## config.mk

```make
export PLATFORM = sky130hd
export DESIGN_NAME = fc_layer_stream
export DESIGN_NICKNAME = d
export VERILOG_FILES = /design/src/rtl/fc_pkg.sv /design/src/rtl/fc_mac.sv /design/src/rtl/fc_layer_stream.sv
export SDC_FILE = /design/constraint.sdc
export NUM_CORES = 1
export LEC_CHECK = 0
export ABC_AREA = 1
export ABC_CLOCK_PERIOD_IN_PS = 16300
export CAP_MARGIN = 40
export CORE_MARGIN = 2
export CORE_UTILIZATION = 55
export DETAILED_ROUTE_END_ITERATION = 7
export PLACE_DENSITY = 0.75
export SLEW_MARGIN = 25
export SYNTH_ARGS = -nofsm -noshare
export SYNTH_HDL_FRONTEND = slang
export SYNTH_SLANG_ARGS = --single-unit
```

## constraint.sdc

```tcl
create_clock -name clk_i -period 16.3 [get_ports clk_i]
set_clock_uncertainty 0.2 [all_clocks]
set_input_delay 3.26 -clock clk_i [delete_from_list [all_inputs] [get_ports clk_i]]
set_output_delay 3.26 -clock clk_i [all_outputs]
set_load 0.02 [all_outputs]
```

## src/rtl/fc_pkg.sv

```systemverilog
// Shared types and helpers for the fully-connected layer stream block.
package fc_pkg;

  // Pass sequencing states.
  typedef enum logic [2:0] {
    StIdle,
    StLoad,
    StMac,
    StBias,
    StEmit
  } fc_state_e;

  localparam int unsigned DefNumIn  = 5;
  localparam int unsigned DefNumOut = 3;
  localparam int unsigned DefDataW  = 16;
  localparam int unsigned DefFracW  = 8;
  localparam int unsigned DefAccW   = 40;

  // Clamp a signed value into the range of a signed word of the given width.
  function automatic logic signed [63:0] fc_saturate(input logic signed [63:0] val,
                                                     input int unsigned      width);
    logic signed [63:0] max_v;
    logic signed [63:0] min_v;
    max_v = (64'sd1 <<< (width - 1)) - 64'sd1;
    min_v = -(64'sd1 <<< (width - 1));
    if (val > max_v) begin
      return max_v;
    end else if (val < min_v) begin
      return min_v;
    end
    return val;
  endfunction

endpackage

```

## src/rtl/fc_mac.sv

```systemverilog
// Multiply-accumulate datapath: clear, accumulate products, add bias, rescale and saturate.
// Optional feature: FC_LAYER_STREAM_RELU_EN clamps negative results to zero.
module fc_mac
  import fc_pkg::*;
#(
  parameter int unsigned DATA_W = DefDataW,
  parameter int unsigned FRAC_W = DefFracW,
  parameter int unsigned ACC_W  = DefAccW
) (
  input  logic              clk_i,
  input  logic              rst_i,
  input  logic              clear_i,
  input  logic              mac_en_i,
  input  logic              bias_en_i,
  input  logic [DATA_W-1:0] a_i,
  input  logic [DATA_W-1:0] b_i,
  output logic [DATA_W-1:0] result_o
);

  logic signed [ACC_W-1:0]    acc_q, acc_d;
  logic        [DATA_W-1:0]   res_q, res_d;
  logic signed [2*DATA_W-1:0] prod;
  logic signed [ACC_W-1:0]    prod_ext;
  logic signed [ACC_W-1:0]    bias_ext;
  logic signed [ACC_W-1:0]    bias_sum;
  logic signed [ACC_W-1:0]    scaled;
  logic signed [63:0]         sat;

  // Product, bias alignment and final rescale/saturation of the running sum.
  always_comb begin
    // Operands sign-extended first so the product keeps full signed precision.
    prod     = $signed({{DATA_W{a_i[DATA_W-1]}}, a_i}) * $signed({{DATA_W{b_i[DATA_W-1]}}, b_i});
    prod_ext = $signed({{(ACC_W - 2 * DATA_W){prod[2*DATA_W-1]}}, prod});
    bias_ext = $signed({{(ACC_W - DATA_W){b_i[DATA_W-1]}}, b_i}) <<< FRAC_W;
    bias_sum = acc_q + bias_ext;
    scaled   = bias_sum >>> FRAC_W;
    sat      = fc_saturate($signed({{(64 - ACC_W){scaled[ACC_W-1]}}, scaled}), DATA_W);
`ifdef FC_LAYER_STREAM_RELU_EN
    res_d = sat[DATA_W-1] ? '0 : sat[DATA_W-1:0];
`else
    res_d = sat[DATA_W-1:0];
`endif
    acc_d = acc_q;
    if (clear_i) begin
      acc_d = '0;
    end else if (mac_en_i) begin
      acc_d = acc_q + prod_ext;
    end else if (bias_en_i) begin
      acc_d = bias_sum;
    end
  end

  // Accumulator and registered output word.
  always_ff @(posedge clk_i) begin
    if (rst_i) begin
      acc_q <= '0;
      res_q <= '0;
    end else begin
      acc_q <= acc_d;
      if (bias_en_i) begin
        res_q <= res_d;
      end
    end
  end

  assign result_o = res_q;

endmodule

```

## src/rtl/fc_layer_stream.sv

```systemverilog
// Streaming fully-connected layer: buffers NUM_IN inputs, then per output row
// accumulates NUM_IN weighted inputs plus a bias and emits one word.
// Optional feature: FC_LAYER_STREAM_RELU_EN (ReLU on each output, see fc_mac).
module fc_layer_stream
  import fc_pkg::*;
#(
  parameter int unsigned NUM_IN  = DefNumIn,
  parameter int unsigned NUM_OUT = DefNumOut,
  parameter int unsigned DATA_W  = DefDataW,
  parameter int unsigned FRAC_W  = DefFracW,
  parameter int unsigned ACC_W   = DefAccW
) (
  input  logic              clk_i,
  input  logic              rst_i,
  input  logic              start_i,
  input  logic              in_valid_i,
  input  logic [DATA_W-1:0] in_data_i,
  output logic              in_ready_o,
  input  logic              w_valid_i,
  input  logic [DATA_W-1:0] w_data_i,
  output logic              w_ready_o,
  output logic              out_valid_o,
  output logic [DATA_W-1:0] out_data_o,
  input  logic              out_ready_i,
  output logic              busy_o,
  output logic              finished_o
);

  localparam int unsigned InIdxW = (NUM_IN > 1) ? $clog2(NUM_IN) : 1;
  localparam int unsigned RowW   = (NUM_OUT > 1) ? $clog2(NUM_OUT) : 1;
  localparam logic [InIdxW-1:0] InLast  = InIdxW'(NUM_IN - 1);
  localparam logic [RowW-1:0]   RowLast = RowW'(NUM_OUT - 1);

  fc_state_e         state_q, state_d;
  logic [InIdxW-1:0] in_cnt_q, in_cnt_d;
  logic [InIdxW-1:0] w_cnt_q, w_cnt_d;
  logic [RowW-1:0]   row_q, row_d;
  logic              fin_q, fin_d;
  logic [DATA_W-1:0] in_buf_q [NUM_IN];
  logic              mac_clear, mac_en, bias_en;
  logic              in_ready, w_ready, out_valid;

  // Next-state, counters and handshake decode.
  always_comb begin
    state_d   = state_q;
    in_cnt_d  = in_cnt_q;
    w_cnt_d   = w_cnt_q;
    row_d     = row_q;
    fin_d     = 1'b0;
    mac_clear = 1'b0;
    mac_en    = 1'b0;
    bias_en   = 1'b0;
    in_ready  = 1'b0;
    w_ready   = 1'b0;
    out_valid = 1'b0;
    unique case (state_q)
      StIdle: begin
        if (start_i) begin
          state_d  = StLoad;
          in_cnt_d = '0;
          w_cnt_d  = '0;
          row_d    = '0;
        end
      end
      StLoad: begin
        in_ready = 1'b1;
        if (in_valid_i) begin
          if (in_cnt_q == InLast) begin
            state_d   = StMac;
            in_cnt_d  = '0;
            mac_clear = 1'b1;
          end else begin
            in_cnt_d = in_cnt_q + 1'b1;
          end
        end
      end
      StMac: begin
        w_ready = 1'b1;
        if (w_valid_i) begin
          mac_en = 1'b1;
          if (w_cnt_q == InLast) begin
            state_d = StBias;
            w_cnt_d = '0;
          end else begin
            w_cnt_d = w_cnt_q + 1'b1;
          end
        end
      end
      StBias: begin
        w_ready = 1'b1;
        if (w_valid_i) begin
          bias_en = 1'b1;
          state_d = StEmit;
        end
      end
      StEmit: begin
        out_valid = 1'b1;
        if (out_ready_i) begin
          if (row_q == RowLast) begin
            state_d = StIdle;
            row_d   = '0;
            fin_d   = 1'b1;
          end else begin
            state_d   = StMac;
            row_d     = row_q + 1'b1;
            mac_clear = 1'b1;
          end
        end
      end
      default: state_d = StIdle;
    endcase
  end

  // State, counters and completion pulse.
  always_ff @(posedge clk_i) begin
    if (rst_i) begin
      state_q  <= StIdle;
      in_cnt_q <= '0;
      w_cnt_q  <= '0;
      row_q    <= '0;
      fin_q    <= 1'b0;
    end else begin
      state_q  <= state_d;
      in_cnt_q <= in_cnt_d;
      w_cnt_q  <= w_cnt_d;
      row_q    <= row_d;
      fin_q    <= fin_d;
    end
  end

  // Input-node buffer, written in order during LOAD.
  always_ff @(posedge clk_i) begin
    if (rst_i) begin
      for (int k = 0; k < NUM_IN; k++) begin
        in_buf_q[k] <= '0;
      end
    end else if (in_ready && in_valid_i) begin
      in_buf_q[in_cnt_q] <= in_data_i;
    end
  end

  fc_mac #(
    .DATA_W(DATA_W),
    .FRAC_W(FRAC_W),
    .ACC_W (ACC_W)
  ) u_mac (
    .clk_i    (clk_i),
    .rst_i    (rst_i),
    .clear_i  (mac_clear),
    .mac_en_i (mac_en),
    .bias_en_i(bias_en),
    .a_i      (in_buf_q[w_cnt_q]),
    .b_i      (w_data_i),
    .result_o (out_data_o)
  );

  assign in_ready_o  = in_ready;
  assign w_ready_o   = w_ready;
  assign out_valid_o = out_valid;
  assign busy_o      = (state_q != StIdle);
  assign finished_o  = fin_q;

endmodule
```

# --- Word-level counts from Yosys, hierarchy flattened ---
# Memories as Yosys holds them, arrays and structs flattened. A register that Yosys moved wholly into a read port is not among the register bits.
# Cells that the tools add are included.
word_totals:
  regBits: 68
  latch_bits: 0
  ram_bits: 80
  rom_bits: 0
  input_bits: 38
  output_inout_bits: 21
  wordCells: 96
  memories: 1
memory_table:
  columns: ["name", "words", "width", "rd", "rd_ports_with_merged_regs", "write_ports", "line", "text"]
  rows:
  - ["in_buf_q", 5, 16, 1, 1, 5, "fc_layer_stream.sv:39", "logic [DATA_W-1:0] in_buf_q [NUM_IN];"]
classes:
  addsub: 5
  multipliers: 1
  div_mod_pow: 0
  n_lt_le_gt_ge: 2
  eq_ne: 14
  n_shift: 0
  n_mux: 49
  n_bitwise: 2
  n_reduce_logical: 15
op_table:
  columns: ["op", "n"]
  rows:
  - ["2-to-1 mux 40 bit", 2]
  - ["2-to-1 mux 16 bit", 4]
  - ["2-to-1 mux 3 bit", 15]
  - ["adder 40 x 24 -> 40 bit", 1]
  - ["adder 40 x 32 -> 40 bit", 1]
  - ["greater-than comparator 32 x 16 -> 1 bit, second input constant", 1]
  - ["< comparator 32 x 16 -> 1 bit, second input constant", 1]
  - ["multiplier 16 x 16 -> 32 bit", 1]
  - ["2-to-1 mux 1 bit", 19]
  - ["OR reduction 16 bit", 1]
  - ["case mux 3 bit (5 select lines)", 1]
  - ["inequality test 2 bit, second input constant", 7]
  - ["case mux 3 bit (2 select lines)", 2]
  - ["== test 3 bit, second input constant", 3]
  - ["AND reduction 3 bit", 3]
  - ["2-to-1 mux 2 bit", 4]
  - ["nonzero test 2 bit", 4]
  - ["AND reduction 7 bit", 1]
  - ["adder 3 x 1 -> 3 bit, second input constant", 2]
  - ["== test 3 x 2 -> 1 bit, second input constant", 2]
  - ["case mux 2 bit (2 select lines)", 1]
  - ["OR reduction 2 bit", 2]
  - ["== test 3 x 1 -> 1 bit, second input constant", 1]
  - ["logical NOT 3 bit", 1]
  - ["7 further kinds", 8]

# --- Longest topological paths before layout ---
depth:
  word_depth: 8
  mapped_depth: 36
  mapped_depth_nobuf: 33

# --- Cells and area by module ---
# Synthesis repeated with hierarchy kept, for this count alone.
hier_totals:
  cells_unflattened: 3122
  hier_area_um2: 24509.8
modules_own_cells:
  columns: ["module", "n_inst", "cells_per_inst", "area_per_inst_um2", "seq_area_each_um2"]
  rows:
  - ["fc_mac", 1, 2562, 18195.0, 1121.1]
  - ["fc_layer_stream", 1, 560, 6314.8, 4144.0]

# --- Worst setup path before layout ---
# No wires, ideal clock.
synth_timing:
  path_type: "input-to-reg"
  start: "input port w_data_i[1]"
  end: "register u_mac.acc_q[39]"
  setup_ps: 135
  arrival_ps: 8900
  required_ps: 15965
  setup_slack_ps: 7065
  path_stages: 25
  path_buffers: 1
  cell_sequence: "buf_1 > clkinv_1 > nor2_1 > fa_1 > fa_1 > inv_1 > fa_1 > fa_1 > inv_1 > fa_1 > inv_1 > fa_1 > inv_1 > ha_1 > nand2_1 > nor2_1 > inv_1 > nor3_1 > nand3b_1 > nand3_1 > inv_1 > nand2_1 > nand3_1 > nand2_1 > a21oi_1"
synth_via:
  elab_chain_len: 3
  elab_cells_between_ends: 5
  classes_between: "add/sub: 2; mul: 1; mux: 2"
synth_rtl:
  columns: ["element", "line", "text"]
  rows:
  - ["from (decl)", "fc_layer_stream.sv:20", "input logic [DATA_W-1:0] w_data_i,"]
  - ["multiplier 16 x 16 -> 32 bit or adder 40 x 24 -> 40 bit (tied branches)", "fc_mac.sv:32, fc_mac.sv:35", null]
  - ["adder 40 x 32 -> 40 bit or 2-to-1 mux 40 bit (tied branches)", "fc_mac.sv:47, fc_mac.sv:48", null]
  - ["2-to-1 mux 40 bit *", "fc_mac.sv:46", "end else if (mac_en_i) begin"]
  - ["to (signal assigned)", "fc_mac.sv:56", "acc_q <= '0;"]
  - ["to (signal assigned)", "fc_mac.sv:59", "acc_q <= acc_d;"]
  - ["to (decl)", "fc_mac.sv:20", "logic signed [ACC_W-1:0] acc_q, acc_d;"]
# Mark *: on every way between the ends. The rest lies on a longest branch, timed or not. The select of a mux whose other input is x is not followed.
# A chain may end at the register's enable or synchronous reset.

# --- Worst setup path in the final report ---
layout_timing:
  start: "input port w_data_i[1]"
  end: "register u_mac.acc_q[33]"
# The elaborated chain is that of the path after synthesis.

==> impl_metrics.xml <==
<?xml version="1.0" encoding="UTF-8"?>
<metrics>
  <group name="cells_and_area">
    <metric name="layout.cell_area.non_filler" unit="sq mm">0.0260</metric>
    <metric name="post_route_cells_drive_above_1_share" unit="">0.0283</metric>
    <metric name="area_growth_syn_to_layout" unit="%">7.97</metric>
    <metric name="antennaDiodeCount" unit="">0</metric>
    <metric name="final_cells" unit="">3691</metric>
    <metric name="finish.net_count" unit="">3612</metric>
  </group>
  <group name="sta">
    <metric name="post-route-period-util" unit="">0.644</metric>
    <metric name="timing.slew.headroom" unit="">0.330</metric>
    <metric name="setup_ws" unit="ns">5.80</metric>
    <metric name="fin_tns_setup" unit="ns">0</metric>
    <metric name="worst-slew-pin-transition" unit="ns">1.00</metric>
    <metric name="max_freq" unit="MHz">95.2</metric>
    <metric name="finalMaxSlewViolations" unit="">0</metric>
    <metric name="finalHoldViolations" unit="">0</metric>
    <metric name="rsz_0062_raised_after_global_routing" unit="">false</metric>
    <metric name="finalSetupViolCount" unit="">0</metric>
    <metric name="period_minus_slack" unit="ns">10.50</metric>
  </group>
  <group name="global_route">
    <metric name="global_route.usage.total" unit="">0.331</metric>
    <metric name="wire_length_of_the_first_global_routing_pass" unit="mm">114</metric>
    <metric name="grt_overflow" unit="">0</metric>
    <metric name="grt_max_degree" unit="">66</metric>
    <metric name="grt_pass1_vias" unit="">21200</metric>
    <metric name="grt_antenna_before_repair" unit="">3</metric>
  </group>
  <group name="setup_path">
    <metric name="critical_path_required" unit="ns">16.49</metric>
    <metric name="launch_point_of_the_worst_path" unit="">w_data_i[1]</metric>
    <metric name="timing.critical_path.fanout_max" unit="">10</metric>
    <metric name="worst-setup-path-type" unit="">input pin to flop</metric>
    <metric name="reg2reg_slack" unit="ns">7.15</metric>
    <metric name="worstSetupStartpointType" unit="">input pin</metric>
    <metric name="cp_capture_type" unit="">flop</metric>
    <metric name="worst_r2r_path_depth" unit="">27</metric>
    <metric name="worst_r2r_endpoint" unit="">u_mac.acc_q[38]$_SDFFE_PP0P_</metric>
    <metric name="cp.arrival" unit="ns">10.70</metric>
  </group>
  <group name="cts">
    <metric name="cts-buffers-inserted" unit="">17</metric>
    <metric name="cts_resized" unit="">0</metric>
    <metric name="clk_path_buf_depth" unit="">2</metric>
    <metric name="cts.sinks" unit="">199</metric>
    <metric name="clock_tree.htree_level_count" unit="">4</metric>
    <metric name="cts-hold-fix-buffers" unit="">0</metric>
    <metric name="postCtsSetupBuffers" unit="">0</metric>
    <metric name="cts_tree" unit="">done</metric>
    <metric name="clock_transition_at_the_registers_of_the_reported_paths" unit="ns">0.08</metric>
    <metric name="clock_insertion_delay_worst_skew" unit="ns">0.45</metric>
    <metric name="cts_root_buffer" unit="">clkbuf_16</metric>
  </group>
  <group name="place">
    <metric name="port-buffer-count" unit="">58</metric>
    <metric name="placedCellCount" unit="">3653</metric>
    <metric name="place.gp.congestion" unit="">0.991</metric>
    <metric name="hpwl_detailed" unit="mm">58.7</metric>
    <metric name="place_area" unit="sq mm">0.0253</metric>
    <metric name="place_worst_setup_slack" unit="ns">5.45</metric>
  </group>
  <group name="detailed_routing">
    <metric name="route.detailed.drc" unit="">0</metric>
    <metric name="vias_per_cell" unit="">5.53</metric>
    <metric name="drt.antenna.violating_nets" unit="">0</metric>
    <metric name="detailroute.via_count" unit="">20400</metric>
    <metric name="drt-initial-drc-count" unit="">1910</metric>
    <metric name="detail_route.wirelength" unit="mm">71.4</metric>
    <metric name="drt_pre_antenna_iters" unit="">6</metric>
    <metric name="drt-wirelength-per-cell" unit="um">19.4</metric>
  </group>
  <group name="logic_synthesis">
    <metric name="yosysTopAreaCell" unit="">fa_1</metric>
    <metric name="ys.flop_type" unit="">edfxtp_1</metric>
    <metric name="yosys_register_bits" unit="">199</metric>
    <metric name="nets_in_the_synthesized_netlist" unit="">3581</metric>
    <metric name="syn-cell-area" unit="sq mm">0.0241</metric>
    <metric name="synth_cells" unit="">3062</metric>
    <metric name="ys_warn_count" unit="">0</metric>
    <metric name="synth_top_cells_by_area" unit="">fa_1 28%, edfxtp_1 16%, inv_1 11%, nand2_1 10%, ha_1 7.8%</metric>
    <metric name="synth.yosys.seq_area_share" unit="">0.219</metric>
    <metric name="post_synth_num_cell_types" unit="">44</metric>
    <metric name="synth_async_sr_flop_share" unit="">0</metric>
    <metric name="mean_post_synth_cell_area" unit="sq um">7.86</metric>
    <metric name="number_of_synthesized_flops_with_an_enable_pin" unit="">128</metric>
    <metric name="yosysTopAreaCellShare" unit="">0.275</metric>
  </group>
  <group name="floorplan">
    <metric name="design.portCount" unit="">59</metric>
    <metric name="placeableCoreArea" unit="sq mm">0.0432</metric>
    <metric name="design.die.area" unit="sq mm">0.0455</metric>
    <metric name="core.rowCount" unit="">76</metric>
    <metric name="chipHeight" unit="um">213</metric>
    <metric name="start_util" unit="">0.558</metric>
    <metric name="horiz_die_dim" unit="um">213</metric>
  </group>
  <group name="worst_hold_path">
    <metric name="worstHoldPathCells" unit="">2</metric>
    <metric name="hold_path.startpoint" unit="">u_mac.result_o[15]$_SDFFE_PP0P_</metric>
    <metric name="hold_path_class" unit="">flop to flop</metric>
    <metric name="hold_end" unit="">u_mac.result_o[15]$_SDFFE_PP0P_</metric>
  </group>
  <group name="flow_run">
    <metric name="cap_violations" unit="">0</metric>
  </group>
  <group name="outcome">
    <metric name="run_status" unit="">finished, final reports clean</metric>
  </group>
</metrics>
[logic make-up after synthesis]
family	share of synthesized area
mux	0.0133
simple gates	0.210
compound gates	0.0743
xor+xnor	0.00837
fa+ha+maj	0.353
buf+inv	0.122
flops	0.219
[area by class of cell]
cell class	count	area [sq um]
Fill cell	4031	17200
Sequential cell	199	5270
Tap cell	585	732
Clock inverter	14	165
Multi-Input combinational cell	2087	15900
Timing Repair Buffer	82	828
Inverter	706	2650
Clock buffer	18	429
[worst max-delay path, cell delays in order]
cell and delay, ns:
clkdlybuf4s50_1 0.88, clkinv_1 0.45, nor2_1 0.34, fa_1 0.62
fa_1 0.59, inv_1 0.18, fa_1 0.68, fa_1 0.57
inv_1 0.06, fa_1 0.53, inv_1 0.05, fa_1 0.49
inv_1 0.06, ha_1 0.44, nand2_1 0.12, nor2_1 0.21
inv_1 0.09, nor2_1 0.23, nand4_1 0.22, a21oi_1 0.22
nor2_1 0.05, nand2_1 0.12, o211ai_1 0.10, a21oi_1 0.13
[metrics by stage]
stage	utilization	hold slack, ns
after CTS	0.600	0.280
after floorplan	-	0.245
after detailed placement	0.586	0.266
after global routing	0.602	0.298
after global placement	0.585	0.255
final	0.602	0.276
[synthesized netlist by cell type, types with 12 or more instances]
cell type and instances:
clkbuf_1 49, nor2_1 421, buf_1 14, mux2i_1 32, inv_1 692, edfxtp_1 128, nor3_1 16, dfxtp_1 71
nand4_1 34, a21o_1 12, xor2_1 12, a21oi_1 98, ha_1 150, o21ai_0 85, nand3_1 105, a31oi_1 25
fa_1 331, nand2_1 644, o221ai_1 37
[sequential cells by signal, indices dropped and copies added (netlist names), named ones only]
| name | count |
|---|---|
| finished_o | 1 |
| in_buf_q | 128 |
| in_cnt_q | 3 |
| row_q | 2 |
| state_q | 3 |
| u_mac.acc_q | 40 |
| u_mac.result_o | 16 |
| w_cnt_q | 3 |
[worst max path at each step]
stage / endpoint / slack (ns)
3_3_place_gp: u_mac.acc_q[33]$_SDFFE_PP0P_ / 5.48
3_5_place_dp: u_mac.acc_q[33]$_SDFFE_PP0P_ / 5.45
6_report: u_mac.acc_q[33]$_SDFFE_PP0P_ / 5.80
2_1_floorplan: u_mac.acc_q[39]$_SDFFE_PP0P_ / 7.07
4_1_cts: u_mac.acc_q[33]$_SDFFE_PP0P_ / 5.91
5_1_grt: u_mac.acc_q[36]$_SDFFE_PP0P_ / 5.44
[cells in the final DEF, fill, tap and decap left out, drive strengths merged]
cell / n
a2111oi: 1
a211oi: 5
a21boi: 3
a21o: 12
a21oi: 99
a311oi: 1
a31o: 5
a31oi: 25
and2: 10
and3: 1
buf: 24
clkbuf: 18
clkdlybuf4s50: 58
clkinv: 14
clkinvlp: 1
dfxtp: 71
edfxtp: 128
fa: 331
ha: 150
inv: 705
mux2i: 32
nand2: 647
nand3: 107
nand3b: 8
nand4: 34
nor2: 424
nor3: 17
nor4: 3
o211ai: 6
o21a: 7
o21ai: 85
o21bai: 8
o221ai: 38
or2: 5
xnor2: 11
xor2: 12
[metal layers]
metal / track usage / vias to the layer above / part of all wire
met1: 0.459 / 9849 / 0.43
met2: 0.538 / 922 / 0.46
li1: - / 9482 / -
met3: 0.0507 / 143 / 0.088
met5: 0 / - / 0.00050
met4: 0.101 / 6 / 0.028
Power is left out: the tool's default activity adds up to more than one toggle a clock period on the data nets, which glitch-free logic cannot reach.
